==> src/rtl/ast_video_source_arbiter_if.sv <==
// Avalon-ST video link: data plus valid/ready handshake with packet framing.
// Latency: none, this is a wire bundle.
// Backpressure: the sink drives ready (readyLatency 0); a beat moves when valid & ready.
//
// Signals:
//   data           DATA_WIDTH  symbol
//   valid          1           beat present
//   startofpacket  1           first beat of a packet (data[3:0] carries the packet type)
//   endofpacket    1           last beat of a packet
//   ready          1           sink can take the beat this cycle
interface ast_video_source_arbiter_if #(
    parameter int DATA_WIDTH = 8
);
    logic [DATA_WIDTH-1:0] data;
    logic                  valid;
    logic                  startofpacket;
    logic                  endofpacket;
    logic                  ready;

    modport master (
        output data, valid, startofpacket, endofpacket,
        input  ready
    );

    modport slave (
        input  data, valid, startofpacket, endofpacket,
        output ready
    );
endinterface

==> src/rtl/ast_video_source_arbiter.sv <==
// Frame-granular arbiter: shares one Avalon-ST video sink between two converter outputs.
// Latency: 1 cycle from accepted input beat to dout (single output register).
// Backpressure: granted input sees dout_ready | ~dout_valid; others drained (or stalled when DROP_UNSELECTED=0).
//
// Ports:
//   clock, reset                 single clock, asynchronous active-high reset
//   mode[1:0]                    00/11 fixed ch0, 01 fixed ch1, 10 round-robin per frame
//   din0, din1 (slave)           per-camera Avalon-ST inputs
//   dout (master)                shared Avalon-ST output, registered
//   dout_channel                 channel id of the beat currently on dout
//   drop_count0/1                saturating count of discarded frames (control-packet SOPs)
module ast_video_source_arbiter #(
    parameter int DATA_WIDTH      = 8,
    parameter int DROP_UNSELECTED = 1,
    parameter int CNT_WIDTH       = 16
) (
    input  logic                       clock,
    input  logic                       reset,
    input  logic [1:0]                 mode,
    ast_video_source_arbiter_if.slave  din0,
    ast_video_source_arbiter_if.slave  din1,
    ast_video_source_arbiter_if.master dout,
    output logic                       dout_channel,
    output logic [CNT_WIDTH-1:0]       drop_count0,
    output logic [CNT_WIDTH-1:0]       drop_count1
);

    typedef enum logic [2:0] {
        S_IDLE,      // waiting for a control packet from the candidate channel
        S_CTRL,      // forwarding the control packet
        S_WAIT_VID,  // between control packet and video packet
        S_PASS,      // forwarding a non-video, non-control packet
        S_VIDEO      // forwarding the video packet
    } state_t;

    localparam logic DROP_RDY = (DROP_UNSELECTED != 0);

    state_t                state, state_nxt;
    logic                  grant, grant_nxt;
    logic                  rr_last, rr_last_nxt;

    logic [1:0]            in_vld;
    logic [1:0]            ctrl_sop;
    logic [1:0]            in_rdy;
    logic [1:0]            in_acc;
    logic [1:0]            own;
    logic [1:0]            drop_inc;
    logic                  out_free;
    logic                  pref;
    logic                  cand;
    logic                  win_vld;
    logic                  sel;
    logic                  sel_on;
    logic                  sel_acc;
    logic [DATA_WIDTH-1:0] sel_dat;
    logic                  sel_sop;
    logic                  sel_eop;

    assign in_vld      = {din1.valid, din0.valid};
    assign ctrl_sop[0] = din0.valid & din0.startofpacket & (din0.data[3:0] == 4'hF);
    assign ctrl_sop[1] = din1.valid & din1.startofpacket & (din1.data[3:0] == 4'hF);

    // Output register can take a beat when it is empty or being emptied this cycle.
    assign out_free = dout.ready | ~dout.valid;

    // Candidate for the next grant. In round-robin the channel not served last is
    // preferred, but the other one may take the slot if only it has a frame ready.
    always_comb begin
        pref    = ~rr_last;
        cand    = 1'b0;
        case (mode)
            2'b01:   cand = 1'b1;
            2'b10:   cand = (ctrl_sop[pref] | ~ctrl_sop[~pref]) ? pref : ~pref;
            default: cand = 1'b0;
        endcase
        win_vld = ctrl_sop[cand];
    end

    // In IDLE the selected channel only owns the output once it shows a control SOP;
    // until then it is treated like any other non-granted channel and drained.
    assign sel    = (state == S_IDLE) ? cand : grant;
    assign sel_on = (state != S_IDLE) | win_vld;
    assign own    = {sel_on & sel, sel_on & ~sel};

    // Readies are forced low during reset so nothing is accepted or counted.
    assign in_rdy[0] = ~reset & (own[0] ? out_free : DROP_RDY);
    assign in_rdy[1] = ~reset & (own[1] ? out_free : DROP_RDY);
    assign din0.ready = in_rdy[0];
    assign din1.ready = in_rdy[1];

    assign in_acc   = in_vld & in_rdy;
    assign sel_acc  = |(in_acc & own);
    assign drop_inc = in_acc & ctrl_sop & ~own;

    assign sel_dat = sel ? din1.data          : din0.data;
    assign sel_sop = sel ? din1.startofpacket : din0.startofpacket;
    assign sel_eop = sel ? din1.endofpacket   : din0.endofpacket;

    always_ff @(posedge clock or posedge reset) begin
        if (reset) begin
            state   <= S_IDLE;
            grant   <= 1'b0;
            rr_last <= 1'b1;
        end else begin
            state   <= state_nxt;
            grant   <= grant_nxt;
            rr_last <= rr_last_nxt;
        end
    end

    always_comb begin
        state_nxt   = state;
        grant_nxt   = grant;
        rr_last_nxt = rr_last;
        case (state)
            S_IDLE: begin
                if (sel_acc) begin
                    grant_nxt = cand;
                    state_nxt = sel_eop ? S_WAIT_VID : S_CTRL;
                end
            end
            S_CTRL: begin
                if (sel_acc && sel_eop) begin
                    state_nxt = S_WAIT_VID;
                end
            end
            S_WAIT_VID: begin
                if (sel_acc && sel_sop) begin
                    case (sel_dat[3:0])
                        4'h0: begin
                            if (sel_eop) begin
                                state_nxt   = S_IDLE;
                                rr_last_nxt = grant;
                            end else begin
                                state_nxt = S_VIDEO;
                            end
                        end
                        // A repeated control packet replaces the earlier one downstream.
                        4'hF:    state_nxt = sel_eop ? S_WAIT_VID : S_CTRL;
                        default: state_nxt = sel_eop ? S_WAIT_VID : S_PASS;
                    endcase
                end
            end
            S_PASS: begin
                if (sel_acc && sel_eop) begin
                    state_nxt = S_WAIT_VID;
                end
            end
            S_VIDEO: begin
                if (sel_acc && sel_eop) begin
                    state_nxt   = S_IDLE;
                    rr_last_nxt = grant;
                end
            end
            default: state_nxt = S_IDLE;
        endcase
    end

    // Output register: loads only when free, so contents hold while stalled.
    always_ff @(posedge clock or posedge reset) begin
        if (reset) begin
            dout.data          <= '0;
            dout.valid         <= 1'b0;
            dout.startofpacket <= 1'b0;
            dout.endofpacket   <= 1'b0;
            dout_channel       <= 1'b0;
        end else if (sel_acc) begin
            dout.data          <= sel_dat;
            dout.valid         <= 1'b1;
            dout.startofpacket <= sel_sop;
            dout.endofpacket   <= sel_eop;
            dout_channel       <= sel;
        end else if (dout.ready) begin
            dout.valid         <= 1'b0;
        end
    end

    always_ff @(posedge clock or posedge reset) begin
        if (reset) begin
            drop_count0 <= '0;
            drop_count1 <= '0;
        end else begin
            if (drop_inc[0] && (drop_count0 != '1)) begin
                drop_count0 <= drop_count0 + CNT_WIDTH'(1);
            end
            if (drop_inc[1] && (drop_count1 != '1)) begin
                drop_count1 <= drop_count1 + CNT_WIDTH'(1);
            end
        end
    end

endmodule

==> src/flat_wrapper.sv <==
// flat-port wrapper written by rule: the top's interface ports become plain ports
module ast_video_source_arbiter_flat 
#(
    parameter int DATA_WIDTH      = 8,
    parameter int DROP_UNSELECTED = 1,
    parameter int CNT_WIDTH       = 16
)
  (clock, reset, mode, dout_channel, drop_count0, drop_count1, din0_data, din0_valid, din0_startofpacket, din0_endofpacket, din0_ready, din1_data, din1_valid, din1_startofpacket, din1_endofpacket, din1_ready, dout_data, dout_valid, dout_startofpacket, dout_endofpacket, dout_ready);
  ast_video_source_arbiter_if #(.DATA_WIDTH(DATA_WIDTH)) din0_i ();
  ast_video_source_arbiter_if #(.DATA_WIDTH(DATA_WIDTH)) din1_i ();
  ast_video_source_arbiter_if #(.DATA_WIDTH(DATA_WIDTH)) dout_i ();
  input  logic clock;
  input  logic reset;
  input  logic [1:0] mode;
  output logic dout_channel;
  output logic [CNT_WIDTH-1:0] drop_count0;
  output logic [CNT_WIDTH-1:0] drop_count1;
  input wire logic [$bits(din0_i.data)-1:0] din0_data;
  input wire logic [$bits(din0_i.valid)-1:0] din0_valid;
  input wire logic [$bits(din0_i.startofpacket)-1:0] din0_startofpacket;
  input wire logic [$bits(din0_i.endofpacket)-1:0] din0_endofpacket;
  output wire logic [$bits(din0_i.ready)-1:0] din0_ready;
  input wire logic [$bits(din1_i.data)-1:0] din1_data;
  input wire logic [$bits(din1_i.valid)-1:0] din1_valid;
  input wire logic [$bits(din1_i.startofpacket)-1:0] din1_startofpacket;
  input wire logic [$bits(din1_i.endofpacket)-1:0] din1_endofpacket;
  output wire logic [$bits(din1_i.ready)-1:0] din1_ready;
  output wire logic [$bits(dout_i.data)-1:0] dout_data;
  output wire logic [$bits(dout_i.valid)-1:0] dout_valid;
  output wire logic [$bits(dout_i.startofpacket)-1:0] dout_startofpacket;
  output wire logic [$bits(dout_i.endofpacket)-1:0] dout_endofpacket;
  input wire logic [$bits(dout_i.ready)-1:0] dout_ready;
  assign din0_i.data = din0_data;
  assign din0_i.valid = din0_valid;
  assign din0_i.startofpacket = din0_startofpacket;
  assign din0_i.endofpacket = din0_endofpacket;
  assign din0_ready = din0_i.ready;
  assign din1_i.data = din1_data;
  assign din1_i.valid = din1_valid;
  assign din1_i.startofpacket = din1_startofpacket;
  assign din1_i.endofpacket = din1_endofpacket;
  assign din1_ready = din1_i.ready;
  assign dout_data = dout_i.data;
  assign dout_valid = dout_i.valid;
  assign dout_startofpacket = dout_i.startofpacket;
  assign dout_endofpacket = dout_i.endofpacket;
  assign dout_i.ready = dout_ready;
  ast_video_source_arbiter #(.DATA_WIDTH(DATA_WIDTH), .DROP_UNSELECTED(DROP_UNSELECTED), .CNT_WIDTH(CNT_WIDTH)) u_core (.clock(clock), .reset(reset), .mode(mode), .din0(din0_i), .din1(din1_i), .dout(dout_i), .dout_channel(dout_channel), .drop_count0(drop_count0), .drop_count1(drop_count1));
endmodule
==> config.mk <==
export PLATFORM = sky130hd
export DESIGN_NAME = ast_video_source_arbiter_flat
export DESIGN_NICKNAME = d
export VERILOG_FILES = /design/src/rtl/ast_video_source_arbiter_if.sv /design/src/rtl/ast_video_source_arbiter.sv /design/src/flat_wrapper.sv
export SDC_FILE = /design/constraint.sdc
export NUM_CORES = 1
export LEC_CHECK = 0
export CAP_MARGIN = 20
export CORE_UTILIZATION = 48
export DETAILED_ROUTE_END_ITERATION = 8
export DONT_BUFFER_PORTS = 1
export MAX_ROUTING_LAYER = met4
export PLACE_DENSITY_LB_ADDON = 0.3
export SYNTH_ARGS = -nofsm -noshare
export SYNTH_HDL_FRONTEND = slang
export SYNTH_SLANG_ARGS = --single-unit
==> constraint.sdc <==
create_clock -name clock -period 2.3 [get_ports clock]
set_clock_uncertainty 0.1 [all_clocks]
set_input_delay 0.46 -clock clock [delete_from_list [all_inputs] [get_ports clock]]
set_output_delay 0.46 -clock clock [all_outputs]
set_load 0.02 [all_outputs]
==> metrics <==
H-tree Lvls 2; Netlist cell types 48; crit path DAT 1.74 ns; TritonCTS buffer count 5; Max transition margin 59.2%; outcome finished, violations left; Critical R2R Launch u_core.state[2]; Die Height 76.6 microns; initial core utilization 51.0%; diodes inserted 0; highest metal used met4; dpl ws -0.231 ns; dpl hpwl 4570 microns; Post-route DRC 0; Max-cap violations 0; area grow syn2layout 23.5%; Synth area leaders dfrtp_1 (45%), nand2_1 (5.2%), xor2_1 (4.9%), xnor2_1 (4.6%), mux2i_1 (3.8%); critical path class input pin to output port; I/O Buffers 0; CTS tree yes; Async S/R FF share, synth 100%; HP Class input pin to asynchronous set/reset pin; Startpoint Class input pin; CTS root buf clkbuf_8; largest net degree at the start of global routing 50; met2 wire length 2900 microns; Clock Latency Late Sink 0.30 ns; Longest Clk Path Bufs 2; grt ovf 0; clock slew at reported path FFs 0.09 ns; die area 5860 sq um; top_reg_cell synth dfrtp_1; leakage 1.58 nW; slack of the critical path -0.00268 ns; Final min period 2.30 ns; Slew @ Worst Pin 0.612 ns; Seq/Total Area, Yosys 46.0%; Syn Area/Cell 9.85 sq um; crit path capture type output port; reg-to-reg endpoint u_core.state[1]; RSZ-0062 raised after global routing true; fillers 449; Routed Wire Length 5980 microns; DIE WIDTH 76.6 microns; synth warn 0; fin. max-slew vios 0; failing checks negative setup slack; gp weighted congestion 0.951; total power 2.60 mW; via count 2156; vias in the first global route 2156; Ports 73; post-DR vias/cell 5.56; Final setup viols 1; Avg WL per Cell 15.4 microns; fin util 62.9%; wire length on met1 2500 microns; Worst VDD drop 390 uV; post-synthesis net count 302; Final Cycle Share 100%; register bit total from synthesis 49; TritonRoute pass-1 iters 4; Routed Antenna Nets 0; core area 5240 sq um; cell taking the most area after synthesis dfrtp_1; Reg2Reg Depth 6; Sink Count 49; Fmax 434 MHz; metal3 WL 511 microns; initial antenna violation count 0; EDFF count, synth 0; fraction of layout cells with a size suffix above 1 26.1%; final hold vios 0; first-pass GRT wire length 10200 microns; R2R setup slack 0.10 ns; Power Density 787 nW/um^2; initial drt markers 133; commonest cells after routing, fill and taps aside dfrtp_1 (48), buf_4 (46), nand2_1 (37); crit path from mode[1]; cell area after synthesis 2670 sq um; CP required 1.74 ns; most common cell after layout, fill and taps aside dfrtp_1; Crit Path Max Fanout 4; NumNets Final 348; area share of the largest cell type after synthesis 45.0%; FP Rows 26; gr usage total 22.3%; Post-Synthesis Cells 271
[metal layers]
metal / global-route usage [%] / up-vias
met2: 36.1 / 70
met4: 5.19 / 0
li1: - / 1045
met3: 5.63 / 8
met5: - / -
met1: 28.1 / 1033
[state kept, by name, summed over array words and instances, names as in the netlist]
signal                     count
u_core.dout.data               8
u_core.grant                   1
u_core.dout_channel            1
u_core.drop_count0            16
u_core.rr_last                 1
u_core.dout.valid              1
u_core.drop_count1            16
u_core.dout.startofpacket      1
u_core.state                   3
u_core.dout.endofpacket        1
[cells by family after synthesis]
| logic type | synth area share (%) |
|---|---|
| adders and majority gates | 1.88 |
| and+or+nand+nor | 21.5 |
| xor gates and xnor gates | 9.52 |
| DFF | 46.0 |
| AOI/OAI and AO/OA | 11.5 |
| muxes | 6.99 |
| buffers and inverters | 2.63 |
[how the worst max path moves through the flow]
| stage | end | slack (ns) |
|---|---|---|
| after floorplan | u_core.drop_count0[10] | -0.16 |
| after global placement | u_core.drop_count0[10] | -0.17 |
| after detailed placement | u_core.state[2] | -0.23 |
| after CTS | u_core.drop_count1[15] | 0.007 |
| after global routing | din0_ready | -0.07 |
| final | din1_ready | -0.003 |
[synth_stat cells, types with 2 or more instances]
library cell,instances
mux2_2,5
mux2i_1,10
and3_1,3
o21a_1,2
mux2_4,2
nand2b_1,8
o21ai_0,14
nor2b_1,3
ha_1,4
a21oi_1,5
nand4_2,2
clkbuf_1,3
buf_2,5
nand4_1,8
nor4_1,2
inv_1,9
or3_1,4
xnor2_1,14
xor2_1,15
nor3_1,6
dfrtp_1,48
nand3_1,12
and4_1,3
nor2_1,23
nand2_1,37
o31ai_1,2
[layout make-up]
type / instances / area (sq um) / share of cell area, %
well taps: 70 / 87.6 / 2.66
clock inverters: 1 / 7.51 / 0.228
multi-input cells: 205 / 1490 / 45.3
flip-flops and latches: 49 / 1230 / 37.2
clock buffers: 7 / 76.3 / 2.31
inverters: 9 / 40.0 / 1.21
repair buffers: 47 / 365 / 11.1
[what timing repair did]
item / 4_1_cts / 5_1_grt
hold buffers: 0 / 0
buffers inserted: 1 / 2
endpoints found under the setup margin: 2 / 8
resized for setup: 9 / 2
pin swaps: 5 / 4
[metrics by stage]
step | hold slack, ns | cells | TNS (ns) | area, sq um
finish | 0.132 | 388 | -0.00268 | 3300
floorplan | 0.400 | 271 | -1.71 | 2730
detailed placement | 0.448 | 377 | -5.93 | 3130
CTS | 0.154 | 386 | 0 | 3270
global route | 0.190 | 388 | -0.128 | 3300
global placement | 0.440 | 377 | -4.48 | 3130
[worst max-delay path: stages]
cell and delay, ns:
ha_4 0.22, nand2b_4 0.14, o41ai_4 0.28, a41oi_2 0.08
buf_4 0.18, o21ai_4 0.16, a21oi_4 0.08, buf_12 0.13
[where the power goes]
| part | total (mW) | switching [mW] | internal, mW |
|---|---|---|---|
| Sequential | 1.20 | 0.209 | 0.995 |
| Combinational | 0.898 | 0.493 | 0.406 |
| Clock | 0.493 | 0.277 | 0.216 |
Note: power is estimated with default switching activity, not from simulation.
